===== config.mk =====
export PLATFORM = sky130hd
export DESIGN_NAME = instr_word_encoder
export DESIGN_NICKNAME = d
export VERILOG_FILES = /design/src/rtl/instr_word_encoder.sv
export SDC_FILE = /design/constraint.sdc
export NUM_CORES = 1
export LEC_CHECK = 0
export CORE_UTILIZATION = 35
export CTS_CLUSTER_DIAMETER = 150
export DETAILED_ROUTE_END_ITERATION = 7
export HOLD_SLACK_MARGIN = 0.06
export PLACE_DENSITY_LB_ADDON = 0.08
export SYNTH_ARGS = -nofsm -noshare
export SYNTH_HDL_FRONTEND = slang
export SYNTH_SLANG_ARGS = --single-unit
export TNS_END_PERCENT = 50

===== constraint.sdc =====
create_clock -name clk -period 4.28 [get_ports clk]
set_input_delay 0.428 -clock clk [delete_from_list [all_inputs] [get_ports clk]]
set_output_delay 0.428 -clock clk [all_outputs]
set_load 0.05 [all_outputs]

===== src/rtl/instr_word_encoder.sv =====
// instr_word_encoder: packs decoded RV32I fields into instruction words and writes them to
// consecutive instruction-memory addresses over a valid/ready handshake.
module instr_word_encoder #(
    parameter int ADDR_W    = 8,
    parameter int BASE_ADDR = 0
) (
    input  logic              clk,
    input  logic              rst_n,
    input  logic              clear,
    input  logic              in_valid,
    output logic              in_ready,
    input  logic [2:0]        fmt,
    input  logic [6:0]        opcode,
    input  logic [2:0]        funct3,
    input  logic [6:0]        funct7,
    input  logic [4:0]        rd,
    input  logic [4:0]        rs1,
    input  logic [4:0]        rs2,
    input  logic [31:0]       imm,
    output logic              imem_we,
    output logic [ADDR_W-1:0] imem_addr,
    output logic [31:0]       imem_wdata,
    output logic [ADDR_W:0]   count,
    output logic              full,
    output logic              err
);
    typedef enum logic [1:0] {IDLE, ENCODE, WRITE} state_t;
    localparam logic [ADDR_W-1:0] BASE = ADDR_W'(BASE_ADDR);
    localparam logic [ADDR_W:0]   CAP  = {1'b1, {ADDR_W{1'b0}}};
    state_t            state;
    logic [2:0]        fmt_q;
    logic [6:0]        opcode_q, funct7_q;
    logic [2:0]        funct3_q;
    logic [4:0]        rd_q, rs1_q, rs2_q;
    logic [31:0]       imm_q;
    logic [ADDR_W-1:0] ptr;
    logic [31:0]       word;
    logic              ok;
    logic              i_ok, b_ok, j_ok, u_ok;
    // An immediate fits N signed bits when every bit above N-1 matches the sign bit.
    always_comb begin
        i_ok = (&imm_q[31:11]) | ~(|imm_q[31:11]);
        b_ok = ((&imm_q[31:12]) | ~(|imm_q[31:12])) & ~imm_q[0];
        j_ok = ((&imm_q[31:20]) | ~(|imm_q[31:20])) & ~imm_q[0];
        u_ok = ~(|imm_q[11:0]);
        ok   = fmt_q == 3'd0 ? 1'b1 :
               fmt_q == 3'd1 || fmt_q == 3'd2 ? i_ok :
               fmt_q == 3'd3 ? b_ok :
               fmt_q == 3'd4 ? u_ok :
               fmt_q == 3'd5 ? j_ok : 1'b0;
        word = fmt_q == 3'd0 ? {funct7_q, rs2_q, rs1_q, funct3_q, rd_q, opcode_q} :
               fmt_q == 3'd1 ? {imm_q[11:0], rs1_q, funct3_q, rd_q, opcode_q} :
               fmt_q == 3'd2 ? {imm_q[11:5], rs2_q, rs1_q, funct3_q, imm_q[4:0], opcode_q} :
               fmt_q == 3'd3 ? {imm_q[12], imm_q[10:5], rs2_q, rs1_q, funct3_q, imm_q[4:1], imm_q[11], opcode_q} :
               fmt_q == 3'd4 ? {imm_q[31:12], rd_q, opcode_q} :
                               {imm_q[20], imm_q[10:1], imm_q[11], imm_q[19:12], rd_q, opcode_q};
    end
    assign full     = count == CAP;
    assign in_ready = state == IDLE && !full && !clear;
    assign imem_we  = state == WRITE && !clear;
    always_ff @(posedge clk or negedge rst_n) begin
        if (!rst_n) begin
            state      <= IDLE;
            ptr        <= BASE;
            imem_addr  <= BASE;
            imem_wdata <= '0;
            count      <= '0;
            err        <= 1'b0;
            fmt_q      <= '0;
            opcode_q   <= '0;
            funct3_q   <= '0;
            funct7_q   <= '0;
            rd_q       <= '0;
            rs1_q      <= '0;
            rs2_q      <= '0;
            imm_q      <= '0;
        end else if (clear) begin
            state     <= IDLE;
            ptr       <= BASE;
            imem_addr <= BASE;
            count     <= '0;
            err       <= 1'b0;
        end else begin
            case (state)
                IDLE: if (in_valid && in_ready) begin
                    fmt_q    <= fmt;
                    opcode_q <= opcode;
                    funct3_q <= funct3;
                    funct7_q <= funct7;
                    rd_q     <= rd;
                    rs1_q    <= rs1;
                    rs2_q    <= rs2;
                    imm_q    <= imm;
                    state    <= ENCODE;
                end
                ENCODE: begin
                    if (ok) begin
                        imem_wdata <= word;
                        imem_addr  <= ptr;
                        state      <= WRITE;
                    end else begin
                        err   <= 1'b1;
                        state <= IDLE;
                    end
                end
                WRITE: begin
                    ptr   <= ptr + 1'b1;
                    count <= count + 1'b1;
                    state <= IDLE;
                end
                default: state <= IDLE;
            endcase
        end
    end
endmodule


==> qor.csv <==
metric;value;unit
ys_types;43;
clk_pin_slew;0.05;ns
layout_commonest_cell;dfrtp_1;
htree_levels;4;
yosys_warnings;0;
synth_nets;542;
antenna_cells;0;
crit_buf_inv;1;
maxCapViolCount;0;
track_usage;17.49;%
rsz0062_at_grt;no;
syn2layout_area_growth;34.18;%
io_pins;124;
cp_cell_sequence;or4bb_1 -> nor4_1 -> a311oi_2 -> a31oi_4 -> buf_12 -> mux2_4;
r2r_start;fmt_q[1];
synth.yosys.seq_area_share;52.72;%
ant_nets;0;
start_util;36.10;%
cp.required;4.57;ns
gp_congestion;0.8236;
rr_worst_depth;6;
hold_buffers;0;
drt_wl_total;14.49;mm
vdd_ir_drop_max;0.3782;mV
clock_skew;0.01123;ns
clockRootBuffer;clkbuf_16;
p_per_area;592.4;nW/um2
grt_first_pass_wirelength;23.84;mm
worstMarginPinSlew;0.9686;ns
wl_per_cell;17.58;um
period_share;76.91;%
fmax;303.8;MHz
hold_path_class;in2async;
numCtsBuffers;17;
std_cell_rows;47;
slowest_delay;0.80;ns
nFillCells;1499;
firstDrtPassIters;5;
cts_tree;done;
critical_path_class;reg2reg;
remaining_drc_errors;0;
placed_cell_area;7441;um2
status;completed;
fp.dieW;133.2;um
slew_headroom;35.43;%
final_max_slew_viol_count;0;
r2r_end;imem_wdata[11];
hpwl;10.08;mm
r2r_slack;0.99;ns
crit_path_end_kind;flop;
finalHoldViolCount;0;
port-buffer-count;123;
core_area;16700;um2
post_cts_resized;0;
die_h;133.2;um
cp_slowest_cell;a31oi_4;
p_leak;3.383;nW
vias;4154;
worstPathArrival;3.58;ns
clkLatencyLatePin;0.41;ns
synth_area_per_cell;12.88;um2
crit_fanout;18;
post_cts_buffers;0;
vias_per_cell;5.041;
die_area;17750;um2
grt_overflow_total;0;
final_cell_mix;dfrtp_1 (127), clkdlybuf4s50_1 (122), mux2_2 (83), nor2_1 (29), mux2_4 (29);
postLayoutCellArea;8089;um2
grt_max_degree;97;
tns;0;ns
drt-initial-drc-count;180;
ys_ff_latch;127;
setup_violations;0;
finalNetCount;666;
cts.sinks;127;
grt_pass1_vias;4369;
path_delay_family;compound AO/OA/AOI/OAI gates;
start_kind;flop;
syn_area;6028;um2
syn_inst;468;
antenna_found_initial;0;
clockBufferDepth;2;
period_needed;3.292;ns
drive_gt1_share;25.99;%
[power breakdown]
group | switching, mW | internal, mW
combinational | 0.836 | 0.686
clock | 0.513 | 1.05
sequential | 0.231 | 1.48
total | 1.58 | 3.21
[flip-flops by register name (all words and copies together), names as in the netlist]
register	flops
opcode_q	7
state	2
funct7_q	7
imm_q	32
imem_wdata	32
rs2_q	5
ptr	8
imem_addr	8
funct3_q	3
fmt_q	3
rd_q	5
count	9
err	1
rs1_q	5
[Yosys cell counts]
master    count  share of area [%]
and4_1        3               0.44
or4bb_1       3               0.56
o21ai_0      13                1.1
ha_1          3               0.62
a41oi_1       1               0.15
a31oi_4       1               0.35
dfrtp_1     127                 53
buf_12        3                1.0
xor2_1       12                1.7
a211oi_1      1               0.12
mux2_2       83                 16
or4_4         2               0.37
o21a_1        1               0.12
inv_1         6               0.37
xnor2_1       4               0.58
or4_1         3               0.37
nor4_1        9               0.93
nand3_1      16                1.3
mux2_4       29                7.2
nor2_1       29                1.8
nand2b_1      1               0.10
or2_2         2               0.21
mux2i_1       9                1.5
a311o_1       1               0.17
nor2b_1      12                1.2
buf_6         2               0.37
and2_1        1               0.10
nand2_1       8               0.50
o31ai_1       1               0.12
o21ai_1       1              0.083
a22o_1        1               0.15
nor3_1        5               0.42
buf_2         5               0.42
a311oi_1      1               0.15
a21oi_1       9               0.75
a22oi_1      17                2.1
and3_1        3               0.31
buf_1         5               0.31
nand4_1      15                1.6
clkbuf_1      9               0.56
nor3b_1       9                1.1
o22ai_1       1               0.10
a311oi_2      1               0.25
[area by class of cell]
cell class | instances | area, um2 | area share [%]
well taps | 220 | 275.3 | 3.403
multi-input cells | 311 | 2675 | 33.07
repair buffers | 129 | 1290 | 15.95
clock inverters | 9 | 153.9 | 1.903
clock buffers | 22 | 494.2 | 6.110
inverters | 6 | 22.52 | 0.2784
flip-flops and latches | 127 | 3178 | 39.29
[worst max path at each step]
stage                     startpoint        endpoint  slack [ns]  cells past startpoint
final                       fmt_q[1]  imem_wdata[11]        0.99                      6
after floorplan             count[0]       imm_q[13]        0.16                      9
after detailed placement    fmt_q[1]   imem_wdata[4]        0.98                      6
after global routing        fmt_q[2]  imem_wdata[11]        0.76                      6
after global placement     imm_q[26]   imem_wdata[2]        1.09                      6
after CTS                   fmt_q[2]  imem_wdata[11]        0.96                      6
[layer usage]
metal	track usage (%)	routed length, um	vias up
met5	0	0	-
met2	28.04	7004	99
met3	5.594	702	4
met4	4.545	68	0
li1	-	-	1964
met1	22.79	6714	2087
[stage by stage]
step / power (mW) / utilization (%) / hold slack (ns) / setup slack, ns / cells
2_1_floorplan: 2.705 / - / 0.1324 / 0.1565 / 468
3_3_place_gp: 3.245 / 44.55 / 0.4831 / 1.094 / 793
3_5_place_dp: 3.254 / 44.55 / 0.4907 / 0.9835 / 793
4_1_cts: 4.848 / 48.43 / 0.1426 / 0.9582 / 824
5_1_grt: 5.011 / 48.43 / 0.1661 / 0.7597 / 824
6_report: 4.792 / 48.43 / 0.1062 / 0.9884 / 824
[cell families (layout without fill, tap and decap cells)]
kind of cell	after synthesis	count (layout)	synth area share, %
AOI/OAI and AO/OA	50	50	5.708
adders and majority gates	3	3	0.6227
DFF	127	127	52.72
xor gates and xnor gates	16	16	2.325
and+or+nand+nor	121	121	11.37
buffers and inverters	30	166	3.030
muxes	121	121	24.22
No activity file was read; power rests on OpenSTA's default activity.
